===== config.mk =====
export PLATFORM = sky130hd
export DESIGN_NAME = perip_key_scan
export DESIGN_NICKNAME = d
export VERILOG_FILES = /design/src/rtl/key_scan_pkg.sv /design/src/rtl/key_scan_debounce.sv /design/src/rtl/perip_key_scan.sv
export SDC_FILE = /design/constraint.sdc
export NUM_CORES = 1
export LEC_CHECK = 0
export CORE_MARGIN = 4
export CORE_UTILIZATION = 49
export DETAILED_ROUTE_END_ITERATION = 6
export GPL_TIMING_DRIVEN = 0
export PLACE_DENSITY_LB_ADDON = 0.2
export SKIP_LAST_GASP = 1
export SYNTH_ARGS = -nofsm -noshare
export SYNTH_HDL_FRONTEND = slang
export SYNTH_SLANG_ARGS = --single-unit

===== constraint.sdc =====
create_clock -name clk -period 2.9 [get_ports clk]
set_clock_uncertainty 0.2 [all_clocks]
set_input_delay 0.435 -clock clk [delete_from_list [all_inputs] [get_ports clk]]
set_output_delay 0.435 -clock clk [all_outputs]
set_load 0.01 [all_outputs]

===== src/rtl/key_scan_pkg.sv =====
// Shared constants for the key-scan peripheral: register offsets, EVENT word
// layout, STATUS/CTRL bit positions and the queued event payload.
package key_scan_pkg;

  localparam logic [1:0] REG_STATUS = 2'd0;
  localparam logic [1:0] REG_EVENT  = 2'd1;
  localparam logic [1:0] REG_CTRL   = 2'd2;

  localparam int unsigned EV_KEY_LSB   = 0;
  localparam int unsigned EV_KEY_MSB   = 1;
  localparam int unsigned EV_PRESS_BIT = 8;
  localparam int unsigned EV_TS_LSB    = 15;
  localparam int unsigned EV_TS_MSB    = 30;
  localparam int unsigned EV_VALID_BIT = 31;

  localparam int unsigned ST_COUNT_LSB = 0;
  localparam int unsigned ST_COUNT_MSB = 4;
  localparam int unsigned ST_EMPTY_BIT = 5;
  localparam int unsigned ST_FULL_BIT  = 6;
  localparam int unsigned ST_OVF_BIT   = 7;
  localparam int unsigned ST_KEY_LSB   = 8;
  localparam int unsigned ST_KEY_MSB   = 11;

  localparam int unsigned CTRL_IRQ_EN_BIT  = 0;
  localparam int unsigned CTRL_FLUSH_BIT   = 1;
  localparam int unsigned CTRL_OVF_CLR_BIT = 2;

  typedef struct packed {
    logic       press;
    logic [1:0] key;
  } key_ev_t;

  // Build the CPU-visible EVENT word for a valid FIFO head entry.
  function automatic logic [31:0] ev_word(input key_ev_t ev, input logic [15:0] ts);
    logic [31:0] w;
    w = '0;
    w[EV_VALID_BIT]           = 1'b1;
    w[EV_TS_MSB:EV_TS_LSB]    = ts;
    w[EV_PRESS_BIT]           = ev.press;
    w[EV_KEY_MSB:EV_KEY_LSB]  = ev.key;
    return w;
  endfunction

endpackage


===== src/rtl/key_scan_debounce.sv =====
// One button: 2-FF synchroniser on the active-low pin, stability counter and
// single-cycle press/release qualifiers coincident with the key_state update.
module key_debounce #(
  parameter int unsigned DEBOUNCE_CYCLES = 250000
) (
  input  logic clk,
  input  logic resetn,
  input  logic raw_n,
  output logic key_state,
  output logic press_c,
  output logic release_c
);

  localparam int unsigned CW = $clog2(DEBOUNCE_CYCLES);
  localparam logic [CW-1:0] CNT_LAST = CW'(DEBOUNCE_CYCLES - 1);

  logic [1:0]    sync_q, sync_d;
  logic          key_q, key_d;
  logic [CW-1:0] cnt_q, cnt_d;
  logic          level_c;

  assign level_c   = ~sync_q[1];
  assign key_state = key_q;

  // Count consecutive cycles of disagreement; accept the new level on the last one.
  always_comb begin
    sync_d    = {sync_q[0], raw_n};
    key_d     = key_q;
    cnt_d     = '0;
    press_c   = 1'b0;
    release_c = 1'b0;
    if (level_c != key_q) begin
      if (cnt_q == CNT_LAST) begin
        key_d     = ~key_q;
        press_c   = ~key_q;
        release_c = key_q;
      end else begin
        cnt_d = cnt_q + CW'(1);
      end
    end
  end

  always_ff @(posedge clk or negedge resetn) begin
    if (!resetn) begin
      sync_q <= 2'b11;
      key_q  <= 1'b0;
      cnt_q  <= '0;
    end else begin
      sync_q <= sync_d;
      key_q  <= key_d;
      cnt_q  <= cnt_d;
    end
  end

endmodule


===== src/rtl/perip_key_scan.sv =====
// Four-button debounce front-end with a CPU-readable press/release event FIFO.
// Define KEY_SCAN_TIMESTAMP_EN to stamp a millisecond counter into EVENT[30:15].
module perip_key_scan
  import key_scan_pkg::*;
#(
  parameter int unsigned CLK_FREQ        = 25000000,
  parameter int unsigned DEBOUNCE_CYCLES = 250000,
  parameter int unsigned FIFO_DEPTH      = 8
) (
  input  logic        clk,
  input  logic        resetn,
  input  logic [3:0]  buttons_raw,
  input  logic        cs,
  input  logic [31:0] addr,
  input  logic        rd,
  input  logic        wr,
  input  logic [31:0] d_in,
  output logic [31:0] d_out,
  output logic [3:0]  key_state,
  output logic        irq
);

  localparam int unsigned AW    = $clog2(FIFO_DEPTH);
  localparam int unsigned CNT_W = AW + 1;

  logic [3:0] press_c, release_c;

  for (genvar i = 0; i < 4; i++) begin : g_key
    key_debounce #(.DEBOUNCE_CYCLES(DEBOUNCE_CYCLES)) u_deb (
      .clk       (clk),
      .resetn    (resetn),
      .raw_n     (buttons_raw[i]),
      .key_state (key_state[i]),
      .press_c   (press_c[i]),
      .release_c (release_c[i])
    );
  end

  // Pending stage: lowest-index event drains into the FIFO each cycle.
  logic [3:0] pend_q, pend_d, pend_press_q, pend_press_d, drain_c;
  logic [1:0] drain_idx_c;
  key_ev_t    push_ev_c;
  logic       push_req_c;

  always_comb begin
    drain_c = pend_q & (~pend_q + 4'd1);
    casez (pend_q)
      4'b???1: drain_idx_c = 2'd0;
      4'b??10: drain_idx_c = 2'd1;
      4'b?100: drain_idx_c = 2'd2;
      4'b1000: drain_idx_c = 2'd3;
      default: drain_idx_c = 2'd0;
    endcase
    pend_d          = (pend_q & ~drain_c) | press_c | release_c;
    pend_press_d    = (pend_press_q & ~(press_c | release_c)) | press_c;
    push_req_c      = |pend_q;
    push_ev_c.press = pend_press_q[drain_idx_c];
    push_ev_c.key   = drain_idx_c;
  end

  logic [1:0] sel_c;
  logic       rd_hit_c, wr_ctrl_c, pop_c, flush_c, ovf_clr_c;
  logic       empty_c, full_c, do_push_c, drop_c;

  logic [AW-1:0]    wptr_q, wptr_d, rptr_q, rptr_d;
  logic [CNT_W-1:0] cnt_q, cnt_d;
  logic             ovf_q, ovf_d, irq_en_q, irq_en_d, irq_q, irq_d;
  logic [31:0]      d_out_q, d_out_d, status_c;
  logic [15:0]      head_ts_c;
  key_ev_t          mem_q [FIFO_DEPTH];

  assign sel_c     = addr[3:2];
  assign rd_hit_c  = cs & rd;
  assign wr_ctrl_c = cs & wr & (sel_c == REG_CTRL);
  assign flush_c   = wr_ctrl_c & d_in[CTRL_FLUSH_BIT];
  assign ovf_clr_c = wr_ctrl_c & d_in[CTRL_OVF_CLR_BIT];
  assign empty_c   = (cnt_q == '0);
  assign full_c    = (cnt_q == CNT_W'(FIFO_DEPTH));
  assign pop_c     = rd_hit_c & (sel_c == REG_EVENT) & ~empty_c;
  // A pop frees the slot before the push lands; a flush discards both.
  assign do_push_c = push_req_c & (~full_c | pop_c) & ~flush_c;
  assign drop_c    = push_req_c & full_c & ~pop_c & ~flush_c;

  always_comb begin
    wptr_d   = wptr_q;
    rptr_d   = rptr_q;
    cnt_d    = cnt_q;
    ovf_d    = ovf_q;
    irq_en_d = irq_en_q;
    if (pop_c)     rptr_d = rptr_q + AW'(1);
    if (do_push_c) wptr_d = wptr_q + AW'(1);
    case ({do_push_c, pop_c})
      2'b10:   cnt_d = cnt_q + CNT_W'(1);
      2'b01:   cnt_d = cnt_q - CNT_W'(1);
      default: cnt_d = cnt_q;
    endcase
    if (flush_c) begin
      wptr_d = '0;
      rptr_d = '0;
      cnt_d  = '0;
    end
    if (ovf_clr_c) ovf_d = 1'b0;
    if (drop_c)    ovf_d = 1'b1;
    if (wr_ctrl_c) irq_en_d = d_in[CTRL_IRQ_EN_BIT];
    irq_d = irq_en_d & (cnt_d != '0);
  end

  // Read data mux, sampled from pre-edge state.
  always_comb begin
    status_c = '0;
    status_c[ST_COUNT_MSB:ST_COUNT_LSB] = 5'(cnt_q);
    status_c[ST_EMPTY_BIT]              = empty_c;
    status_c[ST_FULL_BIT]               = full_c;
    status_c[ST_OVF_BIT]                = ovf_q;
    status_c[ST_KEY_MSB:ST_KEY_LSB]     = key_state;
    d_out_d = d_out_q;
    if (rd_hit_c) begin
      case (sel_c)
        REG_STATUS: d_out_d = status_c;
        REG_EVENT:  d_out_d = empty_c ? 32'd0 : ev_word(mem_q[rptr_q], head_ts_c);
        REG_CTRL: begin
          d_out_d = '0;
          d_out_d[CTRL_IRQ_EN_BIT] = irq_en_q;
        end
        default:    d_out_d = '0;
      endcase
    end
  end

  always_ff @(posedge clk or negedge resetn) begin
    if (!resetn) begin
      pend_q       <= '0;
      pend_press_q <= '0;
      wptr_q       <= '0;
      rptr_q       <= '0;
      cnt_q        <= '0;
      ovf_q        <= 1'b0;
      irq_en_q     <= 1'b0;
      irq_q        <= 1'b0;
      d_out_q      <= '0;
    end else begin
      pend_q       <= pend_d;
      pend_press_q <= pend_press_d;
      wptr_q       <= wptr_d;
      rptr_q       <= rptr_d;
      cnt_q        <= cnt_d;
      ovf_q        <= ovf_d;
      irq_en_q     <= irq_en_d;
      irq_q        <= irq_d;
      d_out_q      <= d_out_d;
    end
  end

  always_ff @(posedge clk) begin
    if (do_push_c) mem_q[wptr_q] <= push_ev_c;
  end

`ifdef KEY_SCAN_TIMESTAMP_EN
  localparam int unsigned MS_DIV = (CLK_FREQ >= 2000) ? (CLK_FREQ / 1000) : 2;

  logic [31:0] pre_q, pre_d;
  logic [15:0] ms_q, ms_d;
  logic [15:0] ts_mem_q [FIFO_DEPTH];

  // Free-running millisecond tick, wraps naturally at 16 bits.
  always_comb begin
    pre_d = pre_q + 32'd1;
    ms_d  = ms_q;
    if (pre_q == 32'(MS_DIV - 1)) begin
      pre_d = '0;
      ms_d  = ms_q + 16'd1;
    end
  end

  always_ff @(posedge clk or negedge resetn) begin
    if (!resetn) begin
      pre_q <= '0;
      ms_q  <= '0;
    end else begin
      pre_q <= pre_d;
      ms_q  <= ms_d;
    end
  end

  always_ff @(posedge clk) begin
    if (do_push_c) ts_mem_q[wptr_q] <= ms_q;
  end

  assign head_ts_c = ts_mem_q[rptr_q];
`else
  assign head_ts_c = '0;
`endif

  logic unused_ok;
  assign unused_ok = ^{addr[31:4], addr[1:0], d_in[31:3], 1'(CLK_FREQ)};

  assign d_out = d_out_q;
  assign irq   = irq_q;

endmodule

==> impl_metrics.env, run 1 <==
export IMPL_outcome="finished clean"
export IMPL_portBuffers=30
export IMPL_max_cap_violations=0
export IMPL_num_nets_final=793
export IMPL_synthToLayoutAreaGrowth_pct=22.1
export IMPL_synth_warnings=0
export IMPL_setup_violations=0
export IMPL_path_cells="nor4b_4 -> a21oi_4 -> nand2_2 -> ha_4 -> xor2_1 -> ha_1 -> a21oi_2 -> mux2i_2 -> mux2i_1 -> a31oi_1"
export IMPL_slew_headroom_pct=50.3
export IMPL_cts_buffers=17
export IMPL_synthXorXnorAreaFrac_pct=7.39
export IMPL_slew_viol_final=0
export IMPL_fp_row_count=42
export IMPL_insertion_delay_ns=0.42
export IMPL_final_core_util_pct=61.8
export IMPL_hold_class="flop to flop"
export IMPL_drt_pass1_iterations=5
export IMPL_antenna_found_initial=0
export IMPL_reg2reg_from="cnt_q[1]"
export IMPL_grt_pass1_wl_um=23100
export IMPL_routed_wl_um=13200
export IMPL_worst_path_largest_cell_delay_ns=0.51
export IMPL_ys_flop_type="dfrtp_1"
export IMPL_grt_max_degree=70
export IMPL_drtIter0Drc=367
export IMPL_antenna_left=0
export IMPL_layout_common_cells="dfrtp_1, nor2_1, buf_4"
export IMPL_final_area_mm2=0.00825
export IMPL_start_util_pct=50.6
export IMPL_syn_avg_cell_area_um2=10.8
export IMPL_min_path_cells=0
export IMPL_seqPwrFrac_pct=43.0
export IMPL_ys_seq_area_share_pct=54.2
export IMPL_min_to="g_key[2].u_deb.sync_q[1]"
export IMPL_timing_hold_ws_ns=0.156
export IMPL_vias=4919
export IMPL_htree_levels=4
export IMPL_place_congestion=0.813
export IMPL_cp_slowest_cell="dfrtp_2"
export IMPL_crit_path_start_kind="flop"
export IMPL_die_h_um=125
export IMPL_rsz0062_at_grt="yes"
export IMPL_sw_frac_of_total_pct=25.4
export IMPL_min_from="g_key[2].u_deb.sync_q[0]"
export IMPL_cp_end_kind="flop"
export IMPL_arrival_ns=2.86
export IMPL_p_sw_mw=1.32
export IMPL_clock_sinks=141
export IMPL_vias_per_cell=5.47
export IMPL_synthMuxAreaShare_pct=3.85
export IMPL_overflow=0
export IMPL_synth_adder_area_share_pct=1.67
export IMPL_power_share_combinational_pct=13.3
export IMPL_synth_compound_area_share_pct=8.59
export IMPL_path_max_fanout=10
export IMPL_fmax_ghz=0.362
export IMPL_power_density_mw_per_mm2=628
export IMPL_synth_seq_cells=141
export IMPL_coreArea_mm2=0.0133
export IMPL_path_clk_slew_ns=0.06
export IMPL_internal_power_mw=3.86
export IMPL_synth_distinct_cells=58
export IMPL_io_pin_count=110
export IMPL_p_leak_nw=3.36
export IMPL_drive_gt1_share_pct=17.3
export IMPL_fin_crit_ns=2.76
export IMPL_synthArstFlopShare_pct=83.0
export IMPL_detail_route_wl_per_cell_um=14.6
export IMPL_reg2reg_slack_ns=0.14
export IMPL_final_cell_count_no_fill=900
export IMPL_die_x_um=125
export IMPL_grt_pass1_vias=4729
export IMPL_diodes=0
export IMPL_post_route_period_util_pct=95.2
export IMPL_cts_root_buf="clkbuf_16"
export IMPL_synth_area_mm2=0.00676
export IMPL_regToRegEndpoint="irq"
export IMPL_hold_viol_final=0
export IMPL_final_common_cell="dfrtp_1"
export IMPL_netlist_instances=625
export IMPL_clk_path_buf_depth=2
export IMPL_tightestPinTransition_ns=0.742
export IMPL_yosys_area_share_simple_pct=19.8
export IMPL_placed_cells=851
export IMPL_p_clk_share_pct=43.6
export IMPL_drc_errors=0
export IMPL_synth_top_family_by_area="simple AND/OR/NAND/NOR gates"
export IMPL_cp_required_ns=3.00
export IMPL_dp_hpwl_um=9120
export IMPL_r2r_cells=10
export IMPL_cts_tree="done"
export IMPL_ir_worst_vdd_mv=0.366
export IMPL_worst_setup_path_type="flop to flop"
export IMPL_placed_area_mm2=0.00739
export IMPL_grtUsageTotal_pct=18.0
export IMPL_synth_enable_flop_cells=24
export IMPL_dieArea_mm2=0.0157
-- synth_stat cells, drive strengths merged, types with 4 or more instances --
library cell  number  share of area [%]
nor3              17                1.3
o31ai              9                1.0
a211o              4               0.52
buf               28                3.0
xor2              19                2.5
inv               10               0.56
nand3             24                1.8
nor2              73                4.1
edfxtp            24                 11
nor4b              4               0.52
or2                7               0.65
and4               7               0.91
nand2             38                2.1
a21oi             25                1.9
and3               9               0.83
or3               13                1.2
o21ai             25                2.0
nor3b              4               0.44
nor4              18                1.7
dfrtp            109                 40
and2               4               0.37
mux2i              8                1.2
a22o              10                1.3
or4                8               0.89
dfstp              8                3.1
ha                 9                1.7
nand4             18                1.8
nand3b             4               0.44
mux4               7                2.3
xnor2             38                4.9
clkbuf            17               0.94
-- power groups by stage --
stage	combinational, mW	clock (mW)	sequential [mW]
2_1_floorplan	0.443	0	2.21
3_3_place_gp	0.640	0	2.20
3_5_place_dp	0.661	0	2.21
4_1_cts	0.655	2.31	2.23
5_1_grt	0.771	2.40	2.24
6_report	0.691	2.26	2.23
-- logic make-up (layout without fill, tap and decap cells) --
logic type	Yosys count	in the layout
AND/OR/NAND/NOR	256	256
buffers and inverters	55	135
other	1	20
flip-flops	141	141
XOR/XNOR	57	57
AO/OA/AOI/OAI	89	89
adder cells (fa/ha/maj)	9	9
multiplexers	17	17
-- metal layers --
layer / GRT usage [%] / vias to the layer above / part of all wire (%)
li1: - / 2395 / -
met3: 4.56 / 19 / 4.3
met2: 28.5 / 118 / 48
met5: 0 / - / 0
met4: 6.95 / 0 / 1.7
met1: 24.2 / 2387 / 46
-- cell type report --
cell class	instances	area (um^2)
tap	176	220
clock inverter	14	183
clock buffer	18	439
fill	1075	5100
timing repair buffer	52	499
sequential	141	3660
buffer	41	250
inverter	10	40.0
multi-input combinational	448	2960
-- critical path, delay by kind of cell, from the launching register on --
| family | cells | cell delay, ns |
|---|---|---|
| simple gates | 2 | 0.60 |
| flops | 1 | 0.51 |
| mux | 2 | 0.51 |
| compound gates | 3 | 0.38 |
| fa+ha+maj | 2 | 0.37 |
| xor+xnor | 1 | 0.07 |
-- repair_timing --
action                                 CTS  global route
buffers inserted                        15             4
gates resized for setup                 12            12
hold buffers                             1             0
endpoints found under the hold margin   48             0
pin swaps                                1             6
setup endpoints to repair                3             3
-- through the flow --
| step | setup TNS (ns) | power [mW] | setup WS [ns] |
|---|---|---|---|
| 2_1_floorplan | 0 | 2.65 | 0.0374 |
| 6_report | 0 | 5.18 | 0.138 |
| 3_5_place_dp | -1.89 | 2.87 | -0.694 |
| 5_1_grt | -0.0257 | 5.42 | -0.0177 |
| 3_3_place_gp | -370.30 | 2.84 | -3.26 |
| 4_1_cts | -0.0257 | 5.19 | -0.0257 |
-- state kept, by name (all words and copies together) (netlist names), 3 cells and up --
register               count
cnt_q                      4
d_out                     12
g_key.u_deb.cnt_q         72
g_key.u_deb.key_state      4
g_key.u_deb.sync_q         8
mem_q                     24
pend_press_q               4
pend_q                     4
rptr_q                     3
wptr_q                     3
-- worst max-delay path by stage --
stage	cells after the start	endpoint	slack, ns	start
after CTS	17	rptr_q[2]	-0.03	addr[3]
after global placement	1	g_key[3].u_deb.cnt_q[8]	-3.26	resetn
after floorplan	12	irq	0.04	cnt_q[0]
after detailed placement	12	irq	-0.69	addr[3]
final	10	irq	0.14	cnt_q[1]
after global routing	12	cnt_q[2]	-0.02	cnt_q[0]
No activity file was read; power rests on OpenSTA's default activity.
==> inputs of run 2 (changes only) <==
--- a/config.mk
+++ b/config.mk
@@ -9,7 +9,7 @@
 export CORE_UTILIZATION = 49
 export DETAILED_ROUTE_END_ITERATION = 6
 export GPL_TIMING_DRIVEN = 0
-export PLACE_DENSITY_LB_ADDON = 0.2
+export PLACE_DENSITY = 0.79
 export SKIP_LAST_GASP = 1
 export SYNTH_ARGS = -nofsm -noshare
 export SYNTH_HDL_FRONTEND = slang
==> run 2 against run 1 <==
Compared with the run above: combinational power increased by 4.8%; non-clock buffer count decreased by 8; sequential share of layout area increased by 0.70 points; first-iteration DRC count increased by 15%; critical path depth unchanged; sequential power about the same; core utilization decreased by 0.96 points; total power decreased by 3.4%; sequential cell count unchanged; largest cell class unchanged.
==> impl_metrics.env, run 2 (same netlist as run 1, synthesis figures left out) <==
export IMPL_outcome="finished clean"
export IMPL_antenna_found_initial=0
export IMPL_place_congestion=0.833
export IMPL_slew_viol_final=0
export IMPL_vias=5038
export IMPL_reg2reg_slack_ns=0.14
export IMPL_portBuffers=30
export IMPL_regToRegEndpoint="irq"
export IMPL_dieArea_mm2=0.0157
export IMPL_setup_violations=0
export IMPL_dp_hpwl_um=9440
export IMPL_fin_crit_ns=2.76
export IMPL_synthToLayoutAreaGrowth_pct=20.2
export IMPL_arrival_ns=2.84
export IMPL_die_h_um=125
export IMPL_clock_sinks=141
export IMPL_cts_root_buf="clkbuf_16"
export IMPL_cp_required_ns=2.98
export IMPL_grtUsageTotal_pct=18.4
export IMPL_antenna_left=0
export IMPL_crit_path_start_kind="flop"
export IMPL_pre_cts_ws_ns=-0.667
export IMPL_drive_gt1_share_pct=15.6
export IMPL_largest_register_ffs=72
export IMPL_insertion_delay_ns=0.42
export IMPL_path_max_fanout=7
export IMPL_fp_row_count=42
export IMPL_drt_pass1_iterations=5
export IMPL_reg2reg_from="cnt_q[2]"
export IMPL_max_cap_violations=0
export IMPL_path_cells="nor4_4 -> or2_4 -> inv_2 -> ha_4 -> xor2_1 -> ha_2 -> a21oi_2 -> mux2i_2 -> mux2i_1 -> a31oi_1"
export IMPL_grt_pass1_vias=5115
export IMPL_final_common_cell="dfrtp_1"
export IMPL_coreArea_mm2=0.0133
export IMPL_grt_max_degree=74
export IMPL_htree_levels=4
export IMPL_routed_wl_um=14100
export IMPL_rsz0062_at_grt="no"
export IMPL_vias_per_cell=5.65
export IMPL_largest_register="g_key.u_deb.cnt_q"
export IMPL_power_density_mw_per_mm2=616
export IMPL_nFillCells=1072
export IMPL_ir_worst_vdd_mv=0.412
export IMPL_detail_route_wl_per_cell_um=15.8
export IMPL_fin_tns_setup_ns=0
export IMPL_cp_end_kind="flop"
export IMPL_worst_setup_path_type="flop to flop"
export IMPL_io_pin_count=110
export IMPL_cts_tree="done"
export IMPL_diodes=0
export IMPL_slew_headroom_pct=8.62
export IMPL_hold_class="flop to flop"
export IMPL_path_clk_slew_ns=0.06
export IMPL_start_util_pct=50.6
export IMPL_min_from="g_key[0].u_deb.sync_q[0]"
export IMPL_tightestPinTransition_ns=1.36
export IMPL_r2r_cells=10
export IMPL_num_nets_final=785
export IMPL_overflow=0
export IMPL_cts_buffers=17
export IMPL_drtIter0Drc=421
export IMPL_p_leak_nw=3.32
export IMPL_hold_viol_final=0
export IMPL_layout_setup_ws_ns=0.144
export IMPL_grt_pass1_wl_um=23900
export IMPL_post_route_period_util_pct=95.0
export IMPL_cp_slowest_cell="dfrtp_2"
export IMPL_min_path_cells=0
export IMPL_min_to="g_key[0].u_deb.sync_q[1]"
export IMPL_final_core_util_pct=60.8
export IMPL_drc_errors=0
export IMPL_clk_path_buf_depth=2
export IMPL_fmax_ghz=0.363
export IMPL_power_mw=5.00
export IMPL_die_x_um=125
export IMPL_worst_path_largest_cell_delay_ns=0.48
export IMPL_layout_common_cells="dfrtp_1, nor2_1, xnor2_1, buf_4, nand2_1"
==> run 2: changes by cell type in the layout (fill, tap and decap cells not counted), moves of 2 or more <==
cell / previous run / this run
clkinvlp_4: 5 / 1
clkbuf_1: 12 / 15
buf_4: 44 / 38
inv_6: 3 / 1
clkinv_1: 0 / 2
clkinv_2: 0 / 4
==> run 2: per-stage QoR <==
step / std cells / cell area (um^2) / hold WS [ns]
floorplan: 644 / 6840 / -0.0606
global placement: 850 / 7360 / 0.147
detailed placement: 851 / 7390 / 0.147
CTS: 882 / 8020 / 0.148
global route: 892 / 8120 / 0.150
finish: 892 / 8120 / 0.150
==> run 2: metal layers <==
| layer | up-vias | GRT usage, % | wire (um) |
|---|---|---|---|
| met2 | 154 | 31.4 | 7220 |
| met5 | - | 0 | 0 |
| met4 | 0 | 7.46 | 291 |
| li1 | 2373 | - | - |
| met3 | 31 | 4.82 | 678 |
| met1 | 2480 | 22.3 | 5920 |
==> run 2: what timing repair did <==
item | 4_1_cts | 5_1_grt
pin swaps | 2 | 9
cloned | 0 | 0
setup endpoints to repair | 3 | 2
hold buffers | 1 | 0
buffers inserted | 2 | 10
gates resized for setup | 15 | 9
endpoints found under the hold margin | 42 | 0
==> run 2: cell type report <==
| cell class | count | area [um^2] | share of cell area [%] |
|---|---|---|---|
| Timing Repair Buffer | 44 | 435 | 5.36 |
| Clock inverter | 12 | 121 | 1.49 |
| Buffer | 41 | 253 | 3.11 |
| Sequential cell | 141 | 3660 | 45.1 |
| Tap cell | 176 | 220 | 2.71 |
| Multi-Input combinational cell | 448 | 2960 | 36.4 |
| Clock buffer | 20 | 437 | 5.38 |
| Inverter | 10 | 37.5 | 0.462 |
==> run 2: power breakdown <==
group	total (mW)	leakage, nW	switching (mW)	internal (mW)
clock	2.05	0.273	0.796	1.26
combinational	0.724	1.24	0.351	0.373
sequential	2.23	1.80	0.115	2.11
==> run 2: worst max path at each step <==
stage / end / startpoint / cells past startpoint / slack (ns)
global placement: g_key[3].u_deb.cnt_q[13] / resetn / 1 / -3.14
floorplan: irq / cnt_q[0] / 12 / 0.04
finish: irq / cnt_q[2] / 10 / 0.14
global route: cnt_q[2] / cnt_q[1] / 11 / 0.06
CTS: irq / addr[3] / 12 / 0.02
detailed placement: irq / addr[3] / 11 / -0.67
==> run 2: critical path: cells and delay by family, from the launching register on <==
| kind | cells | cell delay (ns) |
|---|---|---|
| and+or+nand+nor | 2 | 0.54 |
| buffers and inverters | 1 | 0.06 |
| AOI/OAI and AO/OA | 2 | 0.26 |
| adders and majority gates | 2 | 0.37 |
| DFF | 1 | 0.48 |
| muxes | 2 | 0.56 |
| xor gates and xnor gates | 1 | 0.15 |
